**config.mk**
```make
export PLATFORM = sky130hd
export DESIGN_NAME = inv_cipher_seq_flat
export DESIGN_NICKNAME = d
export VERILOG_FILES = /design/src/rtl/inv_cipher_seq_if.sv /design/src/rtl/inv_cipher_seq.sv /design/src/flat_wrapper.sv
export SDC_FILE = /design/constraint.sdc
export NUM_CORES = 1
export LEC_CHECK = 0
export ABC_AREA = 0
export CORE_AREA = 4 4 302 304
export CTS_CLUSTER_DIAMETER = 100
export DETAILED_ROUTE_END_ITERATION = 7
export DIE_AREA = 0 0 306 308
export GPL_TIMING_DRIVEN = 0
export MAX_ROUTING_LAYER = met4
export PLACE_DENSITY = 0.3
export REMOVE_ABC_BUFFERS = 1
export SYNTH_ARGS = -nofsm -noshare
export SYNTH_HDL_FRONTEND = slang
export SYNTH_SLANG_ARGS = --single-unit
```
**constraint.sdc**
```tcl
create_clock -name clk -period 1.95 [get_ports clk]
set_input_delay 0.195 -clock clk [delete_from_list [all_inputs] [get_ports clk]]
set_output_delay 0.195 -clock clk [all_outputs]
set_load 0.05 [all_outputs]
```
**src/rtl/inv_cipher_seq_if.sv**
```systemverilog
// inv_cipher_seq_if: ciphertext-in / plaintext-out valid-ready handshake bundle
// Ports: in_valid/in_ready/in_data carry ciphertext into the sequencer,
//        out_valid/out_ready/out_data carry plaintext out of it.
//        slave = sequencer side, master = producer/consumer side.
interface inv_cipher_seq_if;
  logic         in_valid;
  logic         in_ready;
  logic [127:0] in_data;
  logic         out_valid;
  logic         out_ready;
  logic [127:0] out_data;
  modport slave (input in_valid, in_data, out_ready, output in_ready, out_valid, out_data);
  modport master (output in_valid, in_data, out_ready, input in_ready, out_valid, out_data);
endinterface

```
**src/rtl/inv_cipher_seq.sv**
```systemverilog
// inv_cipher_seq: iterative AES-128 decryption sequencer driving one external inv_round per clock
// Ports: clk, rst_n (async active-low), abort (sync clear to IDLE),
//        bus (ciphertext in / plaintext out handshake),
//        key_idx/key_in (combinational expanded-key store),
//        rnd_state/rnd_key/rnd_last/rnd_result (inv_round datapath), busy (in ROUND).
module inv_cipher_seq #(
  parameter int NR     = 10,
  parameter int KIDX_W = 4
) (
  input  logic               clk,
  input  logic               rst_n,
  input  logic               abort,
  inv_cipher_seq_if.slave    bus,
  output logic [KIDX_W-1:0]  key_idx,
  input  logic [127:0]       key_in,
  output logic [127:0]       rnd_state,
  output logic [127:0]       rnd_key,
  output logic               rnd_last,
  input  logic [127:0]       rnd_result,
  output logic               busy
);
  typedef enum logic [1:0] {IDLE, ROUND, DONE} state_t;
  state_t            state;
  logic [127:0]      state_reg;
  logic [KIDX_W-1:0] rcnt;
  logic              out_valid;
  logic              accept;
  // a DONE block that is being handed off frees the slot in the same cycle
  assign bus.in_ready  = !abort && (state == IDLE || (state == DONE && bus.out_ready));
  assign accept        = bus.in_valid && bus.in_ready;
  assign key_idx       = state == ROUND ? rcnt : KIDX_W'(NR);
  assign rnd_state     = state_reg;
  assign rnd_key       = key_in;
  assign rnd_last      = state == ROUND && rcnt == '0;
  assign bus.out_valid = out_valid;
  assign bus.out_data  = state_reg;
  always_ff @(posedge clk or negedge rst_n) begin
    if (!rst_n) begin
      state     <= IDLE;
      state_reg <= '0;
      rcnt      <= '0;
      out_valid <= 1'b0;
      busy      <= 1'b0;
    end else if (abort) begin
      state     <= IDLE;
      rcnt      <= '0;
      out_valid <= 1'b0;
      busy      <= 1'b0;
    end else if (accept) begin
      state     <= ROUND;
      state_reg <= bus.in_data ^ key_in;
      rcnt      <= KIDX_W'(NR - 1);
      out_valid <= 1'b0;
      busy      <= 1'b1;
    end else if (state == ROUND) begin
      state_reg <= rnd_result;
      // finishing at zero takes priority so rcnt never wraps
      if (rcnt == '0) begin
        state     <= DONE;
        out_valid <= 1'b1;
        busy      <= 1'b0;
      end else begin
        rcnt <= rcnt - 1'b1;
      end
    end else if (state == DONE && bus.out_ready) begin
      state     <= IDLE;
      out_valid <= 1'b0;
    end
  end
endmodule

```
**src/flat_wrapper.sv**
```systemverilog
// flat-port wrapper written by rule: the top's interface ports become plain ports
module inv_cipher_seq_flat 
#(
  parameter int NR     = 10,
  parameter int KIDX_W = 4
)
  (clk, rst_n, abort, key_idx, key_in, rnd_state, rnd_key, rnd_last, rnd_result, busy, bus_in_valid, bus_in_data, bus_out_ready, bus_in_ready, bus_out_valid, bus_out_data);
  inv_cipher_seq_if bus_i ();
  input  logic clk;
  input  logic rst_n;
  input  logic abort;
  output logic [KIDX_W-1:0] key_idx;
  input  logic [127:0] key_in;
  output logic [127:0] rnd_state;
  output logic [127:0] rnd_key;
  output logic rnd_last;
  input  logic [127:0] rnd_result;
  output logic busy;
  input wire logic [$bits(bus_i.in_valid)-1:0] bus_in_valid;
  input wire logic [$bits(bus_i.in_data)-1:0] bus_in_data;
  input wire logic [$bits(bus_i.out_ready)-1:0] bus_out_ready;
  output wire logic [$bits(bus_i.in_ready)-1:0] bus_in_ready;
  output wire logic [$bits(bus_i.out_valid)-1:0] bus_out_valid;
  output wire logic [$bits(bus_i.out_data)-1:0] bus_out_data;
  assign bus_i.in_valid = bus_in_valid;
  assign bus_i.in_data = bus_in_data;
  assign bus_i.out_ready = bus_out_ready;
  assign bus_in_ready = bus_i.in_ready;
  assign bus_out_valid = bus_i.out_valid;
  assign bus_out_data = bus_i.out_data;
  inv_cipher_seq #(.NR(NR), .KIDX_W(KIDX_W)) u_core (.clk(clk), .rst_n(rst_n), .abort(abort), .bus(bus_i), .key_idx(key_idx), .key_in(key_in), .rnd_state(rnd_state), .rnd_key(rnd_key), .rnd_last(rnd_last), .rnd_result(rnd_result), .busy(busy));
endmodule
```
==> impl_metrics.yaml <==
clock_network:
  clk_pin_slew_ps: 70
  cts-root-buf: "clkbuf_16"
  clkSinkCount: 135
  cts_max_level: 4
  clkLatencyLatePin_ps: 490
  cts_buffer_depth: 2
  cts_tree: "done"
  numCtsBuffers: 17
worst_setup_path:
  cp-start-kind: "flop"
  end_kind: "output port"
  arrival_ps: 1800
  critPathKind: "reg -> out"
  cp_max_fo: 2
  critPathRequiredTime_ps: 1750
drt:
  postRouteAntennaNets: 0
  dr.first_iter.drc_count: 227
  firstDrtPassIters: 4
  vias: 8104
  wl_per_cell_um: 20.1
  finalWirelength_mm: 52.1
  drcViolationCount: 0
  via_per_inst: 3.12
timing:
  fmax_mhz: 501
  layout_setup_ws_ps: -45.1
  setup_tns_ps: -45.1
  clock_skew_ps: 17.4
  timing.slew.headroom: 0.268
  worstMarginPinSlew_ps: 1090
  rsz0062_at_grt: "true"
  fin_crit_sh: 1.02
  slew_viol_final: 0
  hold_ws_ps: 280
  hold_viol: 0
  fin_crit_ps: 2000
  finalSetupViolCount: 1
grt:
  grt_pass1_vias: 8936
  grt_pass1_wl_mm: 68.5
  grt_usage: 0.106
  overflow: 0
  grt_max_degree: 75
  antenna_found_initial: 1
final_layout:
  fill_cells: 9676
  final_area_sq_um: 17700
  fin_nets: 1807
  final_core_util: 0.201
  diodes: 0
  areaGrowthSynthToFinish_pct: 87.7
  largest_reg_flops: 128
  drive_above_1_share: 0.0749
place:
  place_ws_ps: -1590
  port_buffers: 780
  post_dp_cell_area_sq_um: 16900
  hpwl_mm: 41.1
  routabilityCongestion: 0.717
synth:
  syn_avg_cell_area_sq_um: 11.2
  synthFlopType: "dfrtp_1"
  synth_seq_cells: 135
  synthesis.area_sq_um: 9450
  synth_edf_count: 0
  yosysTopAreaCellShare: 0.357
  synth_cells: 846
  ys_seq_area_frac: 0.357
  async_flop_share: 1.00
  synth_cell_type_count: 29
  synth_top_cell_by_area: "dfrtp_1"
  yosysWarnings: 0
  ys_top_cells_by_area: "dfrtp_1 36%, mux2i_1 27%, buf_4 20%, xnor2_1 12%, buf_6 1.1%"
run:
  cap_viol_max_count: 0
floorplanning:
  die_x_um: 306
  die_h_um: 308
  io-pin-count: 781
  die-area_sq_um: 94200
  core_sq_um: 88200
  initial_utilization: 0.107
  std_cell_rows: 109
pwr:
  ir_drop_mv: 0.669
  powerDensity_nw_per_um2: 1250
  p_leak_nw: 7.52
status:
  outcome: "finished with violations"
  violations: "negative setup slack"
worst_hold_path:
  min_path_type: "in -> async"
[where the power goes]
group	switching [W]	internal [W]
combinational	0.00969	0.00396
clock	0.00162	0.00197
sequential	0.00112	0.00376
total	0.0124	0.00970
[metal layers]
layer / track usage / routed length (um) / vias up
li1: - / - / 3752
met1: 0.112 / 20000 / 3891
met2: 0.193 / 28100 / 432
met3: 0.0302 / 3210 / 29
met4: 0.0275 / 758 / 0
met5: - / 0 / -
[area by class of cell]
type,instances,area (sq um),share of cell area
clock buffer,20,457,0.0257
clock inverter,12,144,0.00811
inverter,4,15.0,0.000846
multi-input combinational,422,3990,0.225
sequential,135,3380,0.191
tap,1165,1460,0.0822
timing repair buffer,836,8290,0.467
[synthesized netlist by cell type (2+ instances only)]
cell type  number
mux2i_1       256
inv_1           4
o21ai_0         5
buf_2          18
nor2_1          3
nand3_1         2
a31oi_1         2
xnor2_1       128
clkbuf_1        2
nand2b_1        3
ha_1            2
buf_6           9
nor2b_1         3
nand2_1         2
buf_4         257
a21oi_1         2
dfrtp_1       135
nor3b_1         2
[worst paths after layout]
path                                                       start                                    to  slack [ps]  cells after the start
worst max-delay path                  u_core.rcnt[1]$_DFFE_PN0P_                              rnd_last         -50                      5
worst min-delay path                                       rst_n   u_core.bus.out_data[42]$_DFFE_PN0P_         280                      2
worst max register to register  u_core.bus.out_valid$_DFFE_PN0P_    u_core.bus.out_data[1]$_DFFE_PN0P_          20                      5
worst min register to register           u_core.busy$_DFFE_PN0P_               u_core.busy$_DFFE_PN0P_         560                      2
max in group asynchronous                                  rst_n   u_core.bus.out_data[47]$_DFFE_PN0P_         780                      3
min in group clk                                 rnd_result[125]  u_core.bus.out_data[125]$_DFFE_PN0P_         350                      3
[critical path, cell delays in order, from the launching register on]
cell and delay (ps):
dfrtp_1 400, inv_2 100, ha_4 140, or3b_4 400, nor2_4 120, buf_8 160
[layout by cell type (no fill, tap or decap), types with 3 or more instances in the layout]
master,count
clkdlybuf4s50_1,519
mux2i_1,255
dlygate4sd2_1,247
dfrtp_1,133
xnor2_1,128
clkbuf_16,23
buf_4,23
buf_6,14
buf_16,6
dlymetal6s2s_1,6
o21ai_0,5
buf_12,5
clkinv_4,4
buf_8,4
clkinvlp_4,3
inv_6,3
[cell families after synthesis]
group / share of synthesized area
compound gates: 0.00768
xor+xnor: 0.119
fa+ha+maj: 0.00265
buf+inv: 0.227
flops: 0.357
mux: 0.271
simple gates: 0.0156
[stage by stage]
step	power, W	cells
after floorplan	0.0133	560
after global placement	0.0188	2505
after detailed placement	0.0199	2527
after CTS	0.0225	2579
after global routing	0.0232	2594
final	0.0221	2594
[what timing repair did]
item / in CTS / in global routing
hold endpoints to repair: 73 / 0
cloned: 2 / 7
gates resized for setup: 305 / 19
setup endpoints to repair: 387 / 95
pin swaps: 4 / 2
setup buffers: 21 / 9
hold buffers: 1 / 0
Note: power is estimated with default switching activity, not from simulation.
